$ cat config.mk
export PLATFORM = sky130hd
export DESIGN_NAME = mc_control_fsm
export DESIGN_NICKNAME = d
export VERILOG_FILES = /design/src/rtl/mc_control_fsm.sv
export SDC_FILE = /design/constraint.sdc
export NUM_CORES = 1
export LEC_CHECK = 0
export CORE_AREA = 2 2 57 86
export CTS_CLUSTER_SIZE = 12
export DETAILED_ROUTE_END_ITERATION = 10
export DIE_AREA = 0 0 59 88
export PLACE_DENSITY = 0.85
export SLEW_MARGIN = 20
export SYNTH_ARGS = -nofsm -noshare
export SYNTH_HDL_FRONTEND = slang
export SYNTH_SLANG_ARGS = --single-unit
$ cat constraint.sdc
create_clock -name clk -period 2.9 [get_ports clk]
set_input_delay 0.58 -clock clk [delete_from_list [all_inputs] [get_ports clk]]
set_output_delay 0.58 -clock clk [all_outputs]
set_load 0.02 [all_outputs]
$ cat src/rtl/mc_control_fsm.sv
// mc_control_fsm
//   Multicycle control sequencer for the MIPS-subset datapath. Walks each
//   instruction through FETCH / DECODE / EXEC / MEM / WB states, stretches
//   memory accesses by MEM_WAIT cycles, holds MULT/DIV for MD_CYCLES cycles,
//   and raises precise exceptions (EPC write + cause code).
//   All control outputs are registered: each one is decoded from the next
//   state/counter at the clock edge, so it is glitch-free for the whole
//   cycle in which state_out shows that state.
// Ports
//   clk, reset (async, active-low)
//   opcode, funct           instruction fields, stable from DECODE onward
//   zero                    ALU zero flag (gated by the datapath branch logic)
//   overflow, div_zero      exception sources, sampled only when leaving
//                           EXEC_R / EXEC_I / the first MD_RUN cycle
//   pc_write .. alu_op      datapath mux selects and write enables
//   cause                   last exception cause, held until the next one
//   state_out               current state code
module mc_control_fsm #(
  parameter int MEM_WAIT  = 1,
  parameter int MD_CYCLES = 32,
  parameter int CNT_W     = 6
) (
  input  logic       clk,
  input  logic       reset,
  input  logic [5:0] opcode,
  input  logic [5:0] funct,
  input  logic       zero,
  input  logic       overflow,
  input  logic       div_zero,
  output logic       pc_write,
  output logic       pc_write_cond,
  output logic       branch_ne,
  output logic [1:0] pc_source,
  output logic       exc_vec_sel,
  output logic       ir_write,
  output logic       mem_read,
  output logic       mem_write,
  output logic       reg_write,
  output logic       epc_write,
  output logic       md_start,
  output logic       md_op,
  output logic [1:0] reg_dst,
  output logic [1:0] mem_to_reg,
  output logic       hilo_sel,
  output logic       alu_src_a,
  output logic [1:0] alu_src_b,
  output logic [3:0] alu_op,
  output logic [1:0] cause,
  output logic [3:0] state_out
);

  typedef enum logic [3:0] {
    S_RESET = 4'd0, S_FETCH, S_DECODE, S_EXEC_R, S_WB_R, S_EXEC_I, S_WB_I,
    S_MEM_ADDR, S_MEM_RD, S_MEM_WB, S_MEM_WR, S_BRANCH, S_JUMP, S_MD_RUN,
    S_MFHL, S_EXC
  } state_e;

  typedef struct packed {
    logic       pc_write;
    logic       pc_write_cond;
    logic       branch_ne;
    logic [1:0] pc_source;
    logic       exc_vec_sel;
    logic       ir_write;
    logic       mem_read;
    logic       mem_write;
    logic       reg_write;
    logic       epc_write;
    logic       md_start;
    logic       md_op;
    logic [1:0] reg_dst;
    logic [1:0] mem_to_reg;
    logic       hilo_sel;
    logic       alu_src_a;
    logic [1:0] alu_src_b;
    logic [3:0] alu_op;
  } ctl_t;

  localparam logic [3:0] ALU_ADD = 4'b0000, ALU_SUB = 4'b0001,
                         ALU_AND = 4'b0010, ALU_SLT = 4'b0011,
                         ALU_LUI = 4'b0100;

  localparam logic [1:0] CAUSE_OP = 2'b00, CAUSE_OVF = 2'b01, CAUSE_DIV = 2'b10;

  localparam logic [CNT_W-1:0] LIM_ONE = CNT_W'(1);
  localparam logic [CNT_W-1:0] LIM_MEM = CNT_W'(MEM_WAIT);
  localparam logic [CNT_W-1:0] LIM_MD  = CNT_W'(MD_CYCLES - 1);

  state_e           state_q, state_d;
  logic [CNT_W-1:0] cnt_q, cnt_d, lim;
  logic [1:0]       cause_q, cause_d;
  ctl_t             ctl_q, ctl_d;
  logic             cnt_done;

  // The branch decision (zero ^ branch_ne) is resolved in the datapath PC
  // gate, so the flag is only carried on this port for interface symmetry.
  logic unused_zero;
  assign unused_zero = zero;

  // Instruction classification
  logic is_r, f_add, f_sub, f_and, f_slt, f_mult, f_div, f_mfhi, f_mflo, f_jr;
  logic op_addi, op_lui, op_lw, op_sw, op_beq, op_bne, op_j, op_jal;
  logic r_alu, r_ovf, r_md, r_mfhl, r_jr, i_div;

  always_comb begin
    is_r    = (opcode == 6'b000000);
    f_add   = (funct == 6'b100000);
    f_sub   = (funct == 6'b100010);
    f_and   = (funct == 6'b100100);
    f_slt   = (funct == 6'b101010);
    f_mult  = (funct == 6'b011000);
    f_div   = (funct == 6'b011010);
    f_mfhi  = (funct == 6'b010000);
    f_mflo  = (funct == 6'b010010);
    f_jr    = (funct == 6'b001000);
    op_addi = (opcode == 6'b001000);
    op_lui  = (opcode == 6'b001111);
    op_lw   = (opcode == 6'b100011);
    op_sw   = (opcode == 6'b101011);
    op_beq  = (opcode == 6'b000100);
    op_bne  = (opcode == 6'b000101);
    op_j    = (opcode == 6'b000010);
    op_jal  = (opcode == 6'b000011);
    r_alu   = is_r & (f_add | f_sub | f_and | f_slt);
    r_ovf   = is_r & (f_add | f_sub);
    r_md    = is_r & (f_mult | f_div);
    r_mfhl  = is_r & (f_mfhi | f_mflo);
    r_jr    = is_r & f_jr;
    i_div   = is_r & f_div;
  end

  // Exit limit of the current counted state. RESET holds two edges so the
  // first FETCH is well clear of reset release; MEM_ADDR holds two so the
  // address is settled in ALUOut before the memory sees it.
  always_comb begin
    case (state_q)
      S_RESET, S_MEM_ADDR:          lim = LIM_ONE;
      S_FETCH, S_MEM_RD, S_MEM_WR:  lim = LIM_MEM;
      S_MD_RUN:                     lim = LIM_MD;
      default:                      lim = '0;
    endcase
    cnt_done = (cnt_q == lim);
  end

  always_comb begin
    state_d = state_q;
    cause_d = cause_q;
    case (state_q)
      S_RESET:  if (cnt_done) state_d = S_FETCH;
      S_FETCH:  if (cnt_done) state_d = S_DECODE;
      S_DECODE: begin
        if (r_alu)                      state_d = S_EXEC_R;
        else if (r_md)                  state_d = S_MD_RUN;
        else if (r_mfhl)                state_d = S_MFHL;
        else if (r_jr | op_j | op_jal)  state_d = S_JUMP;
        else if (op_addi | op_lui)      state_d = S_EXEC_I;
        else if (op_lw | op_sw)         state_d = S_MEM_ADDR;
        else if (op_beq | op_bne)       state_d = S_BRANCH;
        else begin
          state_d = S_EXC;
          cause_d = CAUSE_OP;
        end
      end
      S_EXEC_R: begin
        if (r_ovf && overflow) begin
          state_d = S_EXC;
          cause_d = CAUSE_OVF;
        end else begin
          state_d = S_WB_R;
        end
      end
      S_EXEC_I: begin
        if (op_addi && overflow) begin
          state_d = S_EXC;
          cause_d = CAUSE_OVF;
        end else begin
          state_d = S_WB_I;
        end
      end
      S_MEM_ADDR: if (cnt_done) state_d = op_lw ? S_MEM_RD : S_MEM_WR;
      S_MEM_RD:   if (cnt_done) state_d = S_MEM_WB;
      S_MEM_WR:   if (cnt_done) state_d = S_FETCH;
      S_MD_RUN: begin
        // Divide-by-zero is only meaningful at the start pulse.
        if (cnt_q == '0 && i_div && div_zero) begin
          state_d = S_EXC;
          cause_d = CAUSE_DIV;
        end else if (cnt_done) begin
          state_d = S_FETCH;
        end
      end
      default: state_d = S_FETCH;
    endcase
    cnt_d = (state_d != state_q) ? '0 : cnt_q + CNT_W'(1);
  end

  // Outputs for the cycle about to begin, decoded from the next state.
  always_comb begin
    ctl_d = '0;
    case (state_d)
      S_FETCH: begin
        ctl_d.mem_read  = 1'b1;
        ctl_d.alu_src_b = 2'b01;
        ctl_d.alu_op    = ALU_ADD;
        if (cnt_d == LIM_MEM) begin
          ctl_d.ir_write = 1'b1;
          ctl_d.pc_write = 1'b1;
        end
      end
      S_DECODE: ctl_d.alu_src_b = 2'b11;
      S_EXEC_R: begin
        ctl_d.alu_src_a = 1'b1;
        ctl_d.alu_src_b = 2'b00;
        if (f_sub)      ctl_d.alu_op = ALU_SUB;
        else if (f_and) ctl_d.alu_op = ALU_AND;
        else if (f_slt) ctl_d.alu_op = ALU_SLT;
        else            ctl_d.alu_op = ALU_ADD;
      end
      S_WB_R: begin
        ctl_d.reg_dst   = 2'b01;
        ctl_d.reg_write = 1'b1;
      end
      S_EXEC_I: begin
        ctl_d.alu_src_a = 1'b1;
        ctl_d.alu_src_b = 2'b10;
        ctl_d.alu_op    = op_lui ? ALU_LUI : ALU_ADD;
      end
      S_WB_I: ctl_d.reg_write = 1'b1;
      S_MEM_ADDR: begin
        ctl_d.alu_src_a = 1'b1;
        ctl_d.alu_src_b = 2'b10;
        ctl_d.alu_op    = ALU_ADD;
      end
      S_MEM_RD: ctl_d.mem_read  = 1'b1;
      S_MEM_WR: ctl_d.mem_write = 1'b1;
      S_MEM_WB: begin
        ctl_d.mem_to_reg = 2'b01;
        ctl_d.reg_write  = 1'b1;
      end
      S_BRANCH: begin
        ctl_d.alu_src_a     = 1'b1;
        ctl_d.alu_src_b     = 2'b00;
        ctl_d.alu_op        = ALU_SUB;
        ctl_d.pc_write_cond = 1'b1;
        ctl_d.pc_source     = 2'b01;
        ctl_d.branch_ne     = op_bne;
      end
      S_JUMP: begin
        ctl_d.pc_write  = 1'b1;
        ctl_d.pc_source = r_jr ? 2'b11 : 2'b10;
        if (op_jal) begin
          ctl_d.reg_write  = 1'b1;
          ctl_d.reg_dst    = 2'b10;
          ctl_d.mem_to_reg = 2'b10;
        end
      end
      S_MD_RUN: begin
        if (cnt_d == '0) begin
          ctl_d.md_start = 1'b1;
          ctl_d.md_op    = i_div;
        end
      end
      S_MFHL: begin
        ctl_d.reg_dst    = 2'b01;
        ctl_d.mem_to_reg = 2'b11;
        ctl_d.hilo_sel   = f_mfhi;
        ctl_d.reg_write  = 1'b1;
      end
      S_EXC: begin
        ctl_d.epc_write   = 1'b1;
        ctl_d.pc_write    = 1'b1;
        ctl_d.exc_vec_sel = 1'b1;
      end
      default: ctl_d = '0;
    endcase
  end

  always_ff @(posedge clk or negedge reset) begin
    if (!reset) begin
      state_q <= S_RESET;
      cnt_q   <= '0;
      cause_q <= CAUSE_OP;
      ctl_q   <= '0;
    end else begin
      state_q <= state_d;
      cnt_q   <= cnt_d;
      cause_q <= cause_d;
      ctl_q   <= ctl_d;
    end
  end

  assign pc_write      = ctl_q.pc_write;
  assign pc_write_cond = ctl_q.pc_write_cond;
  assign branch_ne     = ctl_q.branch_ne;
  assign pc_source     = ctl_q.pc_source;
  assign exc_vec_sel   = ctl_q.exc_vec_sel;
  assign ir_write      = ctl_q.ir_write;
  assign mem_read      = ctl_q.mem_read;
  assign mem_write     = ctl_q.mem_write;
  assign reg_write     = ctl_q.reg_write;
  assign epc_write     = ctl_q.epc_write;
  assign md_start      = ctl_q.md_start;
  assign md_op         = ctl_q.md_op;
  assign reg_dst       = ctl_q.reg_dst;
  assign mem_to_reg    = ctl_q.mem_to_reg;
  assign hilo_sel      = ctl_q.hilo_sel;
  assign alu_src_a     = ctl_q.alu_src_a;
  assign alu_src_b     = ctl_q.alu_src_b;
  assign alu_op        = ctl_q.alu_op;
  assign cause         = cause_q;
  assign state_out     = state_q;

endmodule

# [After elaboration in Yosys (flattened, before gate mapping)]
# Cells that the tools add are included.
# Widths: inputs -> output; s select.
[classes] n_addsub=1 n_eq_ne=53 muxes=53 n_bitwise=16 n_reduce_logical=18
[ops] operator="$mux 4" count=16
[ops] operator="$eq 4x4->1 const B" count=11
[ops] operator="$eq 6x6->1 const B" count=6
[ops] operator="$pmux 4 s8" count=1
[ops] operator="$mux 2" count=15
[ops] operator="$eq 4x3->1 const B" count=6
[ops] operator="$eq 6x5->1 const B" count=4
[ops] operator="$ne 2x2->1 const B" count=10
[ops] operator="$eq 6x4->1 const B" count=3
[ops] operator="$logic_not 6->1" count=3
[ops] operator="$eq 4x2->1 const B" count=4
[ops] operator="$eq 6x2->1 const B" count=2
[ops] operator="$eq 6x3->1 const B" count=2
[ops] operator="$pmux 2 s3" count=2
[ops] operator="$pmux 4 s3" count=1
[ops] operator="$reduce_and 11->1" count=1
[ops] operator="$or 1x1->1" count=10
[ops] operator="$pmux 5 s2" count=1
[ops] operator="$reduce_or 2->1" count=5
[ops] operator="$mux 1" count=9
[ops] operator="$eq 4x1->1 const B" count=2
[ops] operator="$pmux 2 s2" count=2
[ops] operator="$pmux 2 s4" count=1
[ops] operator="$reduce_or 4->1" count=2
[ops] operator="other kinds (12)" count=22
[totals] ff_bits=36 in_bits=17 out_inout_bits=31 wordCells=161

# [Depth between registers and ports, before layout]
[depth] ltp_word=15 ltp_mapped=11 mapped_depth_nobuf=10

# [Least setup slack after synthesis]
# OpenSTA, ideal clock, no wires.
[synth_path] path_kind="input to register" startpoint="input opcode[0]" endpoint="register ctl_q (netlist bit md_start)" setup_ns=0.122 t_arrival_ns=2.654 t_required_ns=2.778 path_slack_ns=0.124 cell_stages=8 path_buffers=1 cell_sequence="buf_2 > nor4b_1 > nand4b_1 > and4_1 > or4_4 > o21ai_1 > nand4b_4 > o2111a_1"
[synth_rtl] element="start: declaration" line_no="25" source="input logic [5:0] opcode,"
[synth_rtl] element="end signal: assignment" line_no="288" source="ctl_q <= ctl_d;"
[synth_rtl] element="end: declaration" line_no="92" source="ctl_t ctl_q, ctl_d;"

==> impl_metrics.ini <==
[place]
dpl_worst_slack_ns = -0.409
detailed_place.area_um2 = 3010
detail_placement_hpwl_um = 4660
gp_congestion = 0.897
place.port_buffers = 45

[job]
timing.max_cap.violations = 0

[sta]
tightest_slew_ns = 0.549
maxSlewViolCount = 0
finalClockSkew_ns = 0.00669
slew-limit-headroom = 0.630
clock.fmax_ghz = 0.351
setup_slack_ns = 0.0493
final.period_utilization = 0.983
report.final.setup_viol = 0
finalWorstPathRequiredPeriod_ns = 2.85
timing.final.hold_violations = 0
hold-worst-slack_ns = 0.511
finalSetupTns_ns = 0

[clock_network]
tritoncts = built
clkTransAtPathRegs_ns = 0.07
clk-insertion-delay-late_ns = 0.29
cts.root.buffer_cell = sky130_fd_sc_hd__clkbuf_8
cts_sinks = 35
post_cts.repair.setup_buffers = 0
cts_made_buffers = 5
ctsLongestPathBuffers = 2
htree_levels = 2
cts_hold_buffers = 0

[final_layout]
largest_register_ffs = 6
final_cell_area_um2 = 3220
ant_diodes = 0
largest_register = cnt_q
finalNetCount = 344
final_layout_size_suffix_gt1_frac = 0.282
area_delta_synth_final_pct = 50.5

[pwr]
fin_total_pwr_mw = 2.83
pwr-share-clk = 0.136
power_per_standard_cell_area_nw_per_um2 = 879
power.switching_mw = 1.15
power.static_leakage_nw = 1.48
part_of_the_power_in_combinational_logic = 0.621
ir_worst_vdd_v = 0.000691
swShare = 0.407
seq_power_share = 0.243
intPower_mw = 1.68

[drt]
drt-total-wl_um = 6170
first_iter_violations = 127
drt_pre_antenna_iters = 4
routed_wire_length_per_instance_um = 16.5
via_count = 2181
drcViolationCount = 0
drt.antenna.violating_nets = 0
via_per_inst = 5.83

[logic_synthesis]
yosys_warnings = 0
seq_area_frac_synth = 0.410
post_synth_edffs = 0
asyncSetResetFlopFracSynth = 1.00
synth.cell_area_um2 = 2140
postSynth.topFlopCell = sky130_fd_sc_hd__dfrtp_1
ys_ff_latch = 35
avgSynthCellArea_um2 = 9.37
syn-num-nets = 247
synth.distinct_cells = 65
post_synthesis_cell_count = 228

[die]
floorplan.core_area_um2 = 4430
die-area_um2 = 5190
floorplan.io_pins = 48
die_w_um = 59
floorplan.initialDensity = 0.482
placementRows = 30
dieHeight_um = 88

[grt]
largest_net_degree_at_the_start_of_global_routing = 36
grt_util_all_layers = 0.258
first_global_vias = 2251
antenna_found_initial = 0
wire_length_of_the_first_global_routing_pass_um = 10200
grt_overflow_total = 0

[worst_setup_path]
critical_path_arrival_ns = 3.04
timing.critical_path.required_ns = 3.09
worstPathMaxFanout = 6
crit_path_end_kind = register
cp-start-kind = input pin
timing_worst_setup_path_type = in -> reg

[run_status]
status = completed

[min_path]
holdCritPathClass = reg -> reg
-- power groups by stage --
stage	clock network (mW)	logic, mW	registers [mW]
2_1_floorplan	0	0.864	0.747
3_3_place_gp	0	1.62	0.690
3_5_place_dp	0	1.67	0.693
4_1_cts	0.391	1.70	0.686
5_1_grt	0.419	1.87	0.701
6_report	0.385	1.76	0.686
-- worst max-delay path, stage by stage --
cell and delay, ns:
sky130_fd_sc_hd__clkdlybuf4s50_1 0.46, sky130_fd_sc_hd__buf_4 0.18, sky130_fd_sc_hd__nor3_2 0.19, sky130_fd_sc_hd__buf_4 0.14
sky130_fd_sc_hd__nand2_1 0.04, sky130_fd_sc_hd__and4_4 0.18, sky130_fd_sc_hd__or4_4 0.53, sky130_fd_sc_hd__or3_4 0.36
sky130_fd_sc_hd__buf_4 0.15, sky130_fd_sc_hd__nor3_1 0.23
-- cell usage after synthesis (all sizes together), types with 3 or more instances --
| master | n | area share |
|---|---|---|
| xnor2 | 4 | 0.025 |
| o21ai | 14 | 0.035 |
| mux2i | 4 | 0.019 |
| nand4b | 4 | 0.023 |
| nand2b | 3 | 0.0088 |
| clkbuf | 7 | 0.012 |
| or3 | 3 | 0.011 |
| inv | 11 | 0.019 |
| dfrtp | 35 | 0.41 |
| nand3b | 5 | 0.018 |
| nor3 | 11 | 0.026 |
| nand2 | 14 | 0.025 |
| nor2 | 25 | 0.047 |
| and3 | 5 | 0.015 |
| nor3b | 3 | 0.011 |
| buf | 5 | 0.016 |
| nor4b | 4 | 0.016 |
| or4 | 3 | 0.012 |
| nor2b | 4 | 0.012 |
| nor4 | 4 | 0.026 |
| nand3 | 9 | 0.021 |
| nand4 | 8 | 0.023 |
| a21oi | 7 | 0.018 |
-- cell usage in the layout (no fill, tap or decap), types with 4 or more instances in the layout --
cell	synthesis	layout
sky130_fd_sc_hd__nor2_1	24	22
sky130_fd_sc_hd__nor3_1	11	8
sky130_fd_sc_hd__nand3b_1	5	5
sky130_fd_sc_hd__nand3_1	9	9
sky130_fd_sc_hd__dfrtp_1	35	35
sky130_fd_sc_hd__clkbuf_8	0	7
sky130_fd_sc_hd__dlygate4sd2_1	0	4
sky130_fd_sc_hd__a21oi_1	6	6
sky130_fd_sc_hd__nand4_1	8	8
sky130_fd_sc_hd__buf_4	2	55
sky130_fd_sc_hd__dlymetal6s2s_1	0	5
sky130_fd_sc_hd__clkdlybuf4s50_1	0	36
sky130_fd_sc_hd__nor2b_1	4	4
sky130_fd_sc_hd__o21ai_0	11	11
sky130_fd_sc_hd__and3_1	5	5
sky130_fd_sc_hd__nand2_1	14	14
sky130_fd_sc_hd__inv_1	10	10
sky130_fd_sc_hd__mux2i_1	4	4
-- cell type report --
type | count | area [um^2]
Multi-Input combinational cell | 170 | 1240
Fill cell | 335 | 1210
Timing Repair Buffer | 102 | 893
Sequential cell | 35 | 876
Clock buffer | 7 | 96.3
Tap cell | 48 | 60.1
Inverter | 11 | 41.3
Clock inverter | 1 | 7.51
-- final timing paths --
path / startpoint / endpoint / slack, ns / cells after the start
worst max-delay path: opcode[1] / alu_op[2] / 0.05 / 10
worst min-delay path: cause[1] / cause[1] / 0.51 / 2
worst max register to register: state_out[3] / alu_op[0] / 0.17 / 10
worst min register to register: cause[1] / cause[1] / 0.51 / 2
max in group asynchronous: reset / reg_dst[1] / 1.89 / 2
min in group asynchronous: reset / hilo_sel / 0.70 / 2
-- per-stage QoR --
stage / instances / util
CTS: 374 / 0.714
detailed placement: 366 / 0.681
global placement: 366 / 0.681
floorplan: 228 / -
global route: 374 / 0.726
finish: 374 / 0.726
-- per-layer routing --
metal,vias up,global-route usage,share of wire
li1,1034,-,-
met1,1036,0.281,0.38
met2,87,0.471,0.54
met3,24,0.0517,0.040
met4,0,0.112,0.033
met5,-,0,0
-- repair_timing --
| item | CTS | global route |
|---|---|---|
| resized for setup | 13 | 15 |
| endpoints found under the setup margin | 16 | 20 |
| pin swaps | 1 | 2 |
| hold endpoints to repair | 0 | 0 |
-- logic make-up (layout without fill, tap and decap cells) --
family | Yosys count | in the layout | synth area share
simple gates | 114 | 114 | 0.336
flops | 35 | 35 | 0.410
other cells | 1 | 1 | 0.00175
mux | 5 | 5 | 0.0240
buf+inv | 23 | 121 | 0.0480
fa+ha+maj | 2 | 2 | 0.0117
xor+xnor | 6 | 6 | 0.0334
compound gates | 42 | 42 | 0.135
(Power assumes the default switching activity.)
